**config.mk**
```make
export PLATFORM = sky130hd
export DESIGN_NAME = ps2_host_ctrl_flat
export DESIGN_NICKNAME = d
export VERILOG_FILES = /design/src/rtl/ps2_host_if.sv /design/src/rtl/ps2_host_ctrl.sv /design/src/flat_wrapper.sv
export SDC_FILE = /design/constraint.sdc
export NUM_CORES = 1
export LEC_CHECK = 0
export ABC_AREA = 1
export ABC_CLOCK_PERIOD_IN_PS = 2600
export BUFFER_PORTS_ARGS = -buffer_cell sky130_fd_sc_hd__buf_2
export CAP_MARGIN = 20
export CORE_MARGIN = 3
export CORE_UTILIZATION = 60
export CTS_CLUSTER_SIZE = 14
export DETAILED_ROUTE_END_ITERATION = 8
export GPL_TIMING_DRIVEN = 0
export PLACE_DENSITY = 0.81
export SLEW_MARGIN = 20
export SYNTH_ARGS = -nofsm -noshare
export SYNTH_HDL_FRONTEND = slang
export SYNTH_SLANG_ARGS = --single-unit
```
**constraint.sdc**
```tcl
create_clock -name clk -period 2.6 [get_ports clk]
set_input_delay 0.13 -clock clk [delete_from_list [all_inputs] [get_ports clk]]
set_output_delay 0.13 -clock clk [all_outputs]
set_load 0.05 [all_outputs]
```
**src/rtl/ps2_host_if.sv**
```systemverilog
`timescale 1ns/1ps
`default_nettype none
// ps2_host_if: register-side handshake and status bundle between the
// i8042-style register block (master) and the PS/2 host engine (slave).
interface ps2_host_if;
    logic [7:0] tx_data;
    logic       tx_valid;
    logic       tx_ready;
    logic [7:0] rx_data;
    logic       rx_full;
    logic       rx_ack;
    logic       err_clr;
    logic [7:0] status;
    logic       irq;

    modport master (
        output tx_data, tx_valid, rx_ack, err_clr,
        input  tx_ready, rx_data, rx_full, status, irq
    );

    modport slave (
        input  tx_data, tx_valid, rx_ack, err_clr,
        output tx_ready, rx_data, rx_full, status, irq
    );
endinterface
`default_nettype wire

```
**src/rtl/ps2_host_ctrl.sv**
```systemverilog
`timescale 1ns/1ps
`default_nettype none
// ps2_host_ctrl: PS/2 host protocol engine; receives device frames into a
// one-byte buffer and sends host commands via inhibit/request-to-send.
module ps2_host_ctrl #(
    parameter int INHIBIT_CYCLES = 5000,
    parameter int TIMEOUT_CYCLES = 750000
) (
    input  wire logic  clk,
    input  wire logic  reset_n,
    ps2_host_if.slave  bus,
    input  wire logic  ps2_clk_i,
    input  wire logic  ps2_data_i,
    output logic       ps2_clk_oe,
    output logic       ps2_data_oe
);

    localparam int CNT_MAX = (INHIBIT_CYCLES > TIMEOUT_CYCLES) ? INHIBIT_CYCLES : TIMEOUT_CYCLES;
    localparam int CNT_W   = $clog2(CNT_MAX + 1);
    localparam logic [CNT_W-1:0] INH_LAST = CNT_W'(INHIBIT_CYCLES - 1);
    localparam logic [CNT_W-1:0] TO_LAST  = CNT_W'(TIMEOUT_CYCLES - 1);

    typedef enum logic [2:0] {
        S_IDLE         = 3'd0,
        S_RX           = 3'd1,
        S_TX_INHIBIT   = 3'd2,
        S_TX_REQ       = 3'd3,
        S_TX_SHIFT     = 3'd4,
        S_TX_ACK       = 3'd5,
        S_TX_WAIT_IDLE = 3'd6
    } state_t;

    logic clk_meta_q, clk_sync_q, clk_prev_q;
    logic data_meta_q, data_sync_q;

    state_t             state_q, state_d;
    logic [CNT_W-1:0]   cnt_q, cnt_d;
    logic [3:0]         bit_cnt_q, bit_cnt_d;
    logic [10:0]        rx_shift_q, rx_shift_d;
    logic [8:0]         tx_byte_q, tx_byte_d;
    logic [7:0]         rx_data_q, rx_data_d;
    logic               rx_full_q, rx_full_d;
    logic               parity_err_q, parity_err_d;
    logic               frame_err_q, frame_err_d;
    logic               overrun_q, overrun_d;
    logic               tx_err_q, tx_err_d;
    logic               timeout_q, timeout_d;
    logic               clk_oe_q, clk_oe_d;
    logic               data_oe_q, data_oe_d;

    logic        fe;
    logic        tx_ready_w;
    logic        tx_busy_w;
    logic        timed_w;
    logic [10:0] rx_shift_in_w;

    always_ff @(posedge clk or negedge reset_n) begin
        if (!reset_n) begin
            clk_meta_q  <= 1'b0;
            clk_sync_q  <= 1'b0;
            clk_prev_q  <= 1'b0;
            data_meta_q <= 1'b0;
            data_sync_q <= 1'b0;
        end else begin
            clk_meta_q  <= ps2_clk_i;
            clk_sync_q  <= clk_meta_q;
            clk_prev_q  <= clk_sync_q;
            data_meta_q <= ps2_data_i;
            data_sync_q <= data_meta_q;
        end
    end

    assign fe            = clk_prev_q & ~clk_sync_q;
    assign rx_shift_in_w = {data_sync_q, rx_shift_q[10:1]};
    assign tx_ready_w    = (state_q == S_IDLE) && !fe;
    assign tx_busy_w     = (state_q != S_IDLE) && (state_q != S_RX);
    assign timed_w       = (state_q == S_RX) || (state_q == S_TX_REQ) || (state_q == S_TX_SHIFT)
                        || (state_q == S_TX_ACK) || (state_q == S_TX_WAIT_IDLE);

    always_ff @(posedge clk or negedge reset_n) begin
        if (!reset_n) begin
            state_q      <= S_IDLE;
            cnt_q        <= '0;
            bit_cnt_q    <= '0;
            rx_shift_q   <= '0;
            tx_byte_q    <= '0;
            rx_data_q    <= '0;
            rx_full_q    <= 1'b0;
            parity_err_q <= 1'b0;
            frame_err_q  <= 1'b0;
            overrun_q    <= 1'b0;
            tx_err_q     <= 1'b0;
            timeout_q    <= 1'b0;
            clk_oe_q     <= 1'b0;
            data_oe_q    <= 1'b0;
        end else begin
            state_q      <= state_d;
            cnt_q        <= cnt_d;
            bit_cnt_q    <= bit_cnt_d;
            rx_shift_q   <= rx_shift_d;
            tx_byte_q    <= tx_byte_d;
            rx_data_q    <= rx_data_d;
            rx_full_q    <= rx_full_d;
            parity_err_q <= parity_err_d;
            frame_err_q  <= frame_err_d;
            overrun_q    <= overrun_d;
            tx_err_q     <= tx_err_d;
            timeout_q    <= timeout_d;
            clk_oe_q     <= clk_oe_d;
            data_oe_q    <= data_oe_d;
        end
    end

    always_comb begin
        state_d      = state_q;
        cnt_d        = cnt_q;
        bit_cnt_d    = bit_cnt_q;
        rx_shift_d   = rx_shift_q;
        tx_byte_d    = tx_byte_q;
        rx_data_d    = rx_data_q;
        rx_full_d    = rx_full_q;
        parity_err_d = parity_err_q;
        frame_err_d  = frame_err_q;
        overrun_d    = overrun_q;
        tx_err_d     = tx_err_q;
        timeout_d    = timeout_q;
        clk_oe_d     = clk_oe_q;
        data_oe_d    = data_oe_q;

        // Clears are applied first so that any set below wins the same cycle.
        if (bus.rx_ack && rx_full_q)
            rx_full_d = 1'b0;
        if (bus.err_clr) begin
            parity_err_d = 1'b0;
            frame_err_d  = 1'b0;
            overrun_d    = 1'b0;
            tx_err_d     = 1'b0;
            timeout_d    = 1'b0;
        end

        case (state_q)
            S_IDLE: begin
                cnt_d = '0;
                if (fe) begin
                    state_d    = S_RX;
                    rx_shift_d = rx_shift_in_w;
                    bit_cnt_d  = 4'd1;
                end else if (bus.tx_valid) begin
                    tx_byte_d = {~^bus.tx_data, bus.tx_data};
                    clk_oe_d  = 1'b1;
                    state_d   = S_TX_INHIBIT;
                end
            end
            S_RX: begin
                if (fe) begin
                    rx_shift_d = rx_shift_in_w;
                    bit_cnt_d  = bit_cnt_q + 4'd1;
                    if (bit_cnt_q == 4'd10) begin
                        state_d   = S_IDLE;
                        bit_cnt_d = '0;
                        // Shift layout: [0]=start, [8:1]=data, [9]=parity, [10]=stop.
                        if (rx_shift_in_w[0] || !rx_shift_in_w[10]) begin
                            frame_err_d = 1'b1;
                        end else if (!(^rx_shift_in_w[9:1])) begin
                            rx_data_d    = rx_shift_in_w[8:1];
                            rx_full_d    = 1'b1;
                            parity_err_d = 1'b1;
                        end else if (rx_full_q && !bus.rx_ack) begin
                            overrun_d = 1'b1;
                        end else begin
                            rx_data_d = rx_shift_in_w[8:1];
                            rx_full_d = 1'b1;
                        end
                    end
                end
            end
            S_TX_INHIBIT: begin
                if (cnt_q == INH_LAST) begin
                    clk_oe_d  = 1'b0;
                    data_oe_d = 1'b1;
                    cnt_d     = '0;
                    bit_cnt_d = '0;
                    state_d   = S_TX_REQ;
                end else begin
                    cnt_d = cnt_q + CNT_W'(1);
                end
            end
            S_TX_REQ: begin
                state_d = S_TX_SHIFT;
            end
            S_TX_SHIFT: begin
                if (fe) begin
                    bit_cnt_d = bit_cnt_q + 4'd1;
                    if (bit_cnt_q <= 4'd8) begin
                        data_oe_d = ~tx_byte_q[bit_cnt_q];
                    end else if (bit_cnt_q == 4'd9) begin
                        data_oe_d = 1'b0;
                    end else begin
                        bit_cnt_d = '0;
                        state_d   = S_TX_ACK;
                    end
                end
            end
            S_TX_ACK: begin
                if (fe) begin
                    if (data_sync_q)
                        tx_err_d = 1'b1;
                    state_d = S_TX_WAIT_IDLE;
                end
            end
            S_TX_WAIT_IDLE: begin
                if (clk_sync_q && data_sync_q)
                    state_d = S_IDLE;
            end
            default: begin
                state_d = S_IDLE;
            end
        endcase

        // Inter-edge watchdog shared by every clocked phase of a frame.
        if (timed_w) begin
            if (fe) begin
                cnt_d = '0;
            end else if (cnt_q == TO_LAST) begin
                state_d   = S_IDLE;
                clk_oe_d  = 1'b0;
                data_oe_d = 1'b0;
                bit_cnt_d = '0;
                cnt_d     = '0;
                timeout_d = 1'b1;
            end else begin
                cnt_d = cnt_q + CNT_W'(1);
            end
        end
    end

    assign bus.tx_ready = tx_ready_w;
    assign bus.rx_data  = rx_data_q;
    assign bus.rx_full  = rx_full_q;
    assign bus.irq      = rx_full_q;
    assign bus.status   = {tx_busy_w, timeout_q, tx_err_q, overrun_q,
                           frame_err_q, parity_err_q, 1'b0, rx_full_q};
    assign ps2_clk_oe   = clk_oe_q;
    assign ps2_data_oe  = data_oe_q;

endmodule
`default_nettype wire

```
**src/flat_wrapper.sv**
```systemverilog
// flat-port wrapper written by rule: the top's interface ports become plain ports
module ps2_host_ctrl_flat 
#(
    parameter int INHIBIT_CYCLES = 5000,
    parameter int TIMEOUT_CYCLES = 750000
)
  (clk, reset_n, ps2_clk_i, ps2_data_i, ps2_clk_oe, ps2_data_oe, bus_tx_data, bus_tx_valid, bus_rx_ack, bus_err_clr, bus_tx_ready, bus_rx_data, bus_rx_full, bus_status, bus_irq);
  ps2_host_if bus_i ();
  input  wire logic clk;
  input  wire logic reset_n;
  input  wire logic ps2_clk_i;
  input  wire logic ps2_data_i;
  output logic ps2_clk_oe;
  output logic ps2_data_oe;
  input wire logic [$bits(bus_i.tx_data)-1:0] bus_tx_data;
  input wire logic [$bits(bus_i.tx_valid)-1:0] bus_tx_valid;
  input wire logic [$bits(bus_i.rx_ack)-1:0] bus_rx_ack;
  input wire logic [$bits(bus_i.err_clr)-1:0] bus_err_clr;
  output wire logic [$bits(bus_i.tx_ready)-1:0] bus_tx_ready;
  output wire logic [$bits(bus_i.rx_data)-1:0] bus_rx_data;
  output wire logic [$bits(bus_i.rx_full)-1:0] bus_rx_full;
  output wire logic [$bits(bus_i.status)-1:0] bus_status;
  output wire logic [$bits(bus_i.irq)-1:0] bus_irq;
  assign bus_i.tx_data = bus_tx_data;
  assign bus_i.tx_valid = bus_tx_valid;
  assign bus_i.rx_ack = bus_rx_ack;
  assign bus_i.err_clr = bus_err_clr;
  assign bus_tx_ready = bus_i.tx_ready;
  assign bus_rx_data = bus_i.rx_data;
  assign bus_rx_full = bus_i.rx_full;
  assign bus_status = bus_i.status;
  assign bus_irq = bus_i.irq;
  ps2_host_ctrl #(.INHIBIT_CYCLES(INHIBIT_CYCLES), .TIMEOUT_CYCLES(TIMEOUT_CYCLES)) u_core (.clk(clk), .reset_n(reset_n), .bus(bus_i), .ps2_clk_i(ps2_clk_i), .ps2_data_i(ps2_data_i), .ps2_clk_oe(ps2_clk_oe), .ps2_data_oe(ps2_data_oe));
endmodule
```
Yosys cells after proc, flatten, opt, wreduce, memory -nomap -nowiden
Index checks and enable logic that the tools add are counted.
{"block": "word_totals", "register_bits": 68, "input_bits": 15, "out_inout_bits": 21, "wordCells": 144}
{"block": "classes", "addsub": 2, "order_cmp": 2, "n_eq_ne": 12, "muxes": 82, "bitwise": 5, "n_reduce_logical": 22}
{"op": "$mux W20", "count": 4}
{"op": "$mux W1", "count": 47}
{"op": "$mux W4", "count": 10}
{"op": "$pmux W20 S2", "count": 1}
{"op": "$mux W3", "count": 13}
{"op": "$pmux W3 S7", "count": 1}
{"op": "$add A20 B1 Y20 const B", "count": 1}
{"op": "$eq A20 B13 Y1 const B", "count": 1}
{"op": "$eq A20 B20 Y1 const B", "count": 1}
{"op": "$mux W8", "count": 2}
{"op": "$pmux W4 S4", "count": 1}
{"op": "$eq A3 B3 Y1 const B", "count": 3}
{"op": "$reduce_xor A9 Y1", "count": 1}
{"op": "$eq A4 B4 Y1 const B", "count": 2}
{"op": "$reduce_xnor A8 Y1", "count": 1}
{"op": "$eq A3 B2 Y1 const B", "count": 2}
{"op": "$reduce_bool A3 Y1", "count": 2}
{"op": "$logic_and A1 B1 Y1", "count": 5}
{"op": "$logic_or A1 B1 Y1", "count": 5}
{"op": "$lt A4 B5 Y1 const B", "count": 1}
{"op": "$reduce_and A5 Y1", "count": 1}
{"op": "$add A4 B1 Y4 const B", "count": 1}
{"op": "$bmux W1 S4", "count": 1}
{"op": "$le A4 B4 Y1 const B", "count": 1}
{"op": "other kinds (11)", "count": 17}

Logic depth before layout (Yosys ltp)
{"block": "logic_depth", "word_depth": 9, "depth_mapped": 12, "ltp_nobuf": 12}

Least setup slack after synthesis
OpenSTA, ideal clock, no wires.
{"block": "synth_path", "path_type": "register to register", "startpoint": "register u_core.bit_cnt_q[0]", "endpoint": "register u_core.overrun_q", "setup_time_ps": 76, "arrival_ps": 1484, "required_ps": 2524, "slack_ps": 1040, "path_stages_with_launch": 11, "n_path_buf": 2, "synth_period_minus_slack_ps": 1560, "path_cell_list": "dfrtp_1 > buf_2 > inv_1 > ha_1 > nand2_1 > inv_1 > nand3_2 > nor3_4 > buf_4 > inv_2 > o21ai_2"}
{"block": "synth_between", "elab_chain_len": 4}
{"item": "from (decl)", "line_no": "ps2_host_ctrl.sv:38", "source": "logic [3:0] bit_cnt_q, bit_cnt_d;"}
{"item": "from (signal assigned)", "line_no": "ps2_host_ctrl.sv:99", "source": "bit_cnt_q <= bit_cnt_d;"}
{"item": "$eq A4 B4 Y1", "line_no": "ps2_host_ctrl.sv:158", "source": "if (bit_cnt_q == 4'd10) begin"}
{"item": "$mux W1", "line_no": "ps2_host_ctrl.sv:158"}
{"item": "$mux W1", "line_no": "ps2_host_ctrl.sv:155", "source": "if (fe) begin"}
{"item": "$mux W1", "line_no": "ps2_host_ctrl.sv:141", "source": "case (state_q)"}
{"item": "net u_core.overrun_d", "line_no": "ps2_host_ctrl.sv:45", "source": "logic overrun_q, overrun_d;"}
{"item": "to (signal assigned)", "line_no": "ps2_host_ctrl.sv:106", "source": "overrun_q <= overrun_d;"}
{"item": "to (decl)", "line_no": "ps2_host_ctrl.sv:45"}
The timed path passes the listed nets, and every way through them passes these cells.
A chain may end at the register's enable or synchronous reset.

Worst setup path in the final report
{"block": "layout_path", "startpoint": "register u_core.state_q[0]", "endpoint": "output bus_status[7]"}
{"block": "layout_between", "elab_chain_len": 2, "word_cells_on_any_way": 3, "classes_between": "1 x eq/ne; 2 x reduce/logical"}
{"item": "from (decl)", "line_no": "ps2_host_ctrl.sv:36", "source": "state_t state_q, state_d;"}
{"item": "from (signal assigned)", "line_no": "ps2_host_ctrl.sv:97", "source": "state_q <= state_d;"}
{"item": "$ne A3 B1 Y1 or $reduce_bool A3 Y1 (tied branches)", "line_no": "ps2_host_ctrl.sv:76", "source": "assign tx_busy_w = (state_q != S_IDLE) && (state_q != S_RX);"}
{"item": "$logic_and A1 B1 Y1 (*)", "line_no": "ps2_host_ctrl.sv:76"}
{"item": "to (decl)", "line_no": "flat_wrapper.sv:22", "source": "output wire logic [$bits(bus_i.status)-1:0] bus_status;"}
Every way passes the cells marked *; elsewhere a longest branch is shown, timed or not.

==> out/summary.txt <==
initial antenna violation count - 0
HPWL after detailed placement - 6.20 mm
GP Congestion - 0.913
Max Transition Viols Final - 0
VDD IR max - 662 uV
first-pass GRT wire length - 14.9 mm
post_cts resized - 0
Cell variety after synth - 34
CP Class - flip-flop to primary output
CTS max path bufs - 2
top cells by area, synth - dfrtp_1 (44%), nand2_1 (15%), nand3_1 (6.4%)
FMAX - 0.537 GHz
power per cell area - 842 nW/um^2
nets - 585
Post-Syn Instances - 513
TritonCTS clock tree - yes
max_cap viols - 0
cell with the most instances after synthesis - nand2_1
Post-synth top cells - nand2_1 (156), dfrtp_1 (67), inv_1 (56), nand3_1 (49), nor2_1 (45)
ys flop type - dfrtp_1
router iterations before antenna repair - 5
setup tns final - 0 ns
CP max FO - 4
GRT overflow - 0
Die Y - 85.8 um
Sink Count - 67
postcts setup bufs - 0
Via density - 5.29
grt met2 use - 0.416
status - complete, no violations
skew final - 0.0168 ns
synth warn - 0
largest net degree at the start of global routing - 49
Hold Buf Count CTS - 7
Syn-to-layout area delta - 14.8%
DR iter-0 viols - 313
FILL cells - 496
Yosys reg bits - 67
DRC - 0
row cnt - 28
layout cells sized above 1 - 0.177
DR vias - 3415
number of global-route vias before repair - 3347
Hold WC Path Type - primary input to flip-flop
Final Hold Fails - 0
global routing usage on met3 - 0.0509
CP Data Arrival Time - 1.73 ns
WP data required - 2.47 ns
endpoints failing setup - 0
ANT nets after route - 0
Clock Tree Root - clkbuf_8
register area share after synthesis - 0.439
die area - 7360 um^2
syn_area_per_cell - 7.44 um^2
syn nets - 532
number of enable flip-flop cells after synthesis - 0
asr flop ratio synth - 1.00
worst skew pair latency - 0.35 ns
CTS buffer count - 9
met1 global-route usage - 0.335
Initial Utilization - 0.634
Clock Pin Slew Worst Setup and Hold Paths - 0.08 ns
Post-Route WL - 8.51 mm
Yosys top cell area share - 0.439
die width - 85.8 um
ANT cells - 0
Period minus WS final - 1.86 ns
Startpoint Class - flip-flop
H-Tree Depth - 3
Overall Power - 0.00369 W
fin crit share - 0.716
critical path endpoint category - primary output
RSZ-0062 raised after global routing - false
Synth Cell Area - 3820 um^2
boundary pin count - 36
WL/cell - 13.2 um
I/O Buffers - 34
GRT Total Usage - 0.254
core footprint - 6030 um^2
P_leak - 2.30 nW
post-synth top area cell - dfrtp_1
gr busiest metal - met2
==> sequential cells by signal, summed over array words and instances (netlist names) <==
| name | flops |
|---|---|
| u_core.bit_cnt_q | 4 |
| u_core.timeout_q | 1 |
| u_core.tx_byte_q | 9 |
| u_core.bus.irq | 1 |
| u_core.overrun_q | 1 |
| u_core.clk_prev_q | 1 |
| u_core.bus.rx_data | 8 |
| u_core.tx_err_q | 1 |
| u_core.clk_meta_q | 1 |
| u_core.ps2_data_oe | 1 |
| u_core.rx_shift_q | 10 |
| u_core.ps2_clk_oe | 1 |
| u_core.state_q | 3 |
| u_core.parity_err_q | 1 |
| u_core.data_meta_q | 1 |
| u_core.cnt_q | 20 |
| u_core.clk_sync_q | 1 |
| u_core.frame_err_q | 1 |
| u_core.data_sync_q | 1 |
==> final timing paths <==
path                               startpoint                   to  slack (ns)  cells past startpoint
hold reg to reg            u_core.data_meta_q   u_core.data_sync_q        0.35                      0
setup reg to reg              u_core.cnt_q[1]     u_core.cnt_q[18]        0.75                     11
min in group asynchronous             reset_n     u_core.timeout_q        0.20                      2
hold / removal                 bus_tx_data[5]  u_core.tx_byte_q[5]        0.01                      3
max in group asynchronous             reset_n     u_core.cnt_q[15]        1.86                      3
setup / recovery            u_core.state_q[0]        bus_status[7]        0.74                      8
==> power breakdown <==
group / total (W) / internal, W / switching [W]
clock network: 0.000878 / 0.000447 / 0.000430
logic: 0.00138 / 0.000465 / 0.000910
registers: 0.00144 / 0.00124 / 0.000193
==> layer usage <==
metal / wire (um) / part of all wire
met2: 4160 / 0.49
met4: 114 / 0.013
met1: 3860 / 0.45
met5: 0 / 0
met3: 372 / 0.044
==> per-stage QoR <==
stage	instance area (um^2)	instances	worst slack (ns)	util	hold slack, ns
finish	4380	646	0.738	0.727	0.0127
global route	4380	646	0.575	0.727	0.00385
CTS	4380	646	0.731	0.727	0.00290
detailed placement	4110	623	0.778	0.683	0.0358
global placement	4080	622	0.795	0.678	0.238
floorplan	3820	513	1.04	-	-0.166
==> cell usage in the layout (no fill, tap or decap), types with 2 or more instances in the layout <==
master         instances
a21oi_1                8
buf_2                 36
buf_4                 12
buf_6                  2
clkbuf_1               2
clkbuf_8               9
clkinv_4               2
clkinvlp_4             2
dfrtp_1               67
dlygate4sd3_1          7
ha_1                   4
inv_1                 56
inv_2                  9
nand2_1              156
nand2_2                5
nand3_1               49
nand3_2                5
nand4_1                7
nor2_1                45
nor2_2                 8
nor3_1                14
nor3_2                 2
o211ai_1               3
o21ai_0               27
or2_2                  2
xnor2_1                8
xor2_1                 9
==> final cells by class <==
| cell class | count | area [um^2] | area share |
|---|---|---|---|
| plain buffers | 18 | 128 | 0.0291 |
| clock buffers | 9 | 124 | 0.0283 |
| clock inverters | 7 | 76.3 | 0.0174 |
| inverters | 65 | 244 | 0.0557 |
| multi-input cells | 363 | 1770 | 0.404 |
| flip-flops and latches | 67 | 1680 | 0.383 |
| well taps | 75 | 93.8 | 0.0214 |
| repair buffers | 42 | 270 | 0.0617 |
==> worst max-delay path, stage by stage, from the launching register on <==
cell and delay (ns):
dfrtp_1 0.45, inv_2 0.11, nand2_2 0.08, nor2_2 0.15, inv_1 0.10, nand2_1 0.12, inv_1 0.05, buf_4 0.12
buf_2 0.20
==> cell families after synthesis <==
family / Yosys count / synth area share
adder cells (fa/ha/maj): 4 / 0.0131
flip-flops: 67 / 0.439
other: 1 / 0.000982
AND/OR/NAND/NOR: 299 / 0.350
buffers and inverters: 83 / 0.0973
AO/OA/AOI/OAI: 42 / 0.0603
XOR/XNOR: 17 / 0.0390
Note: power is estimated with default switching activity, not from simulation.
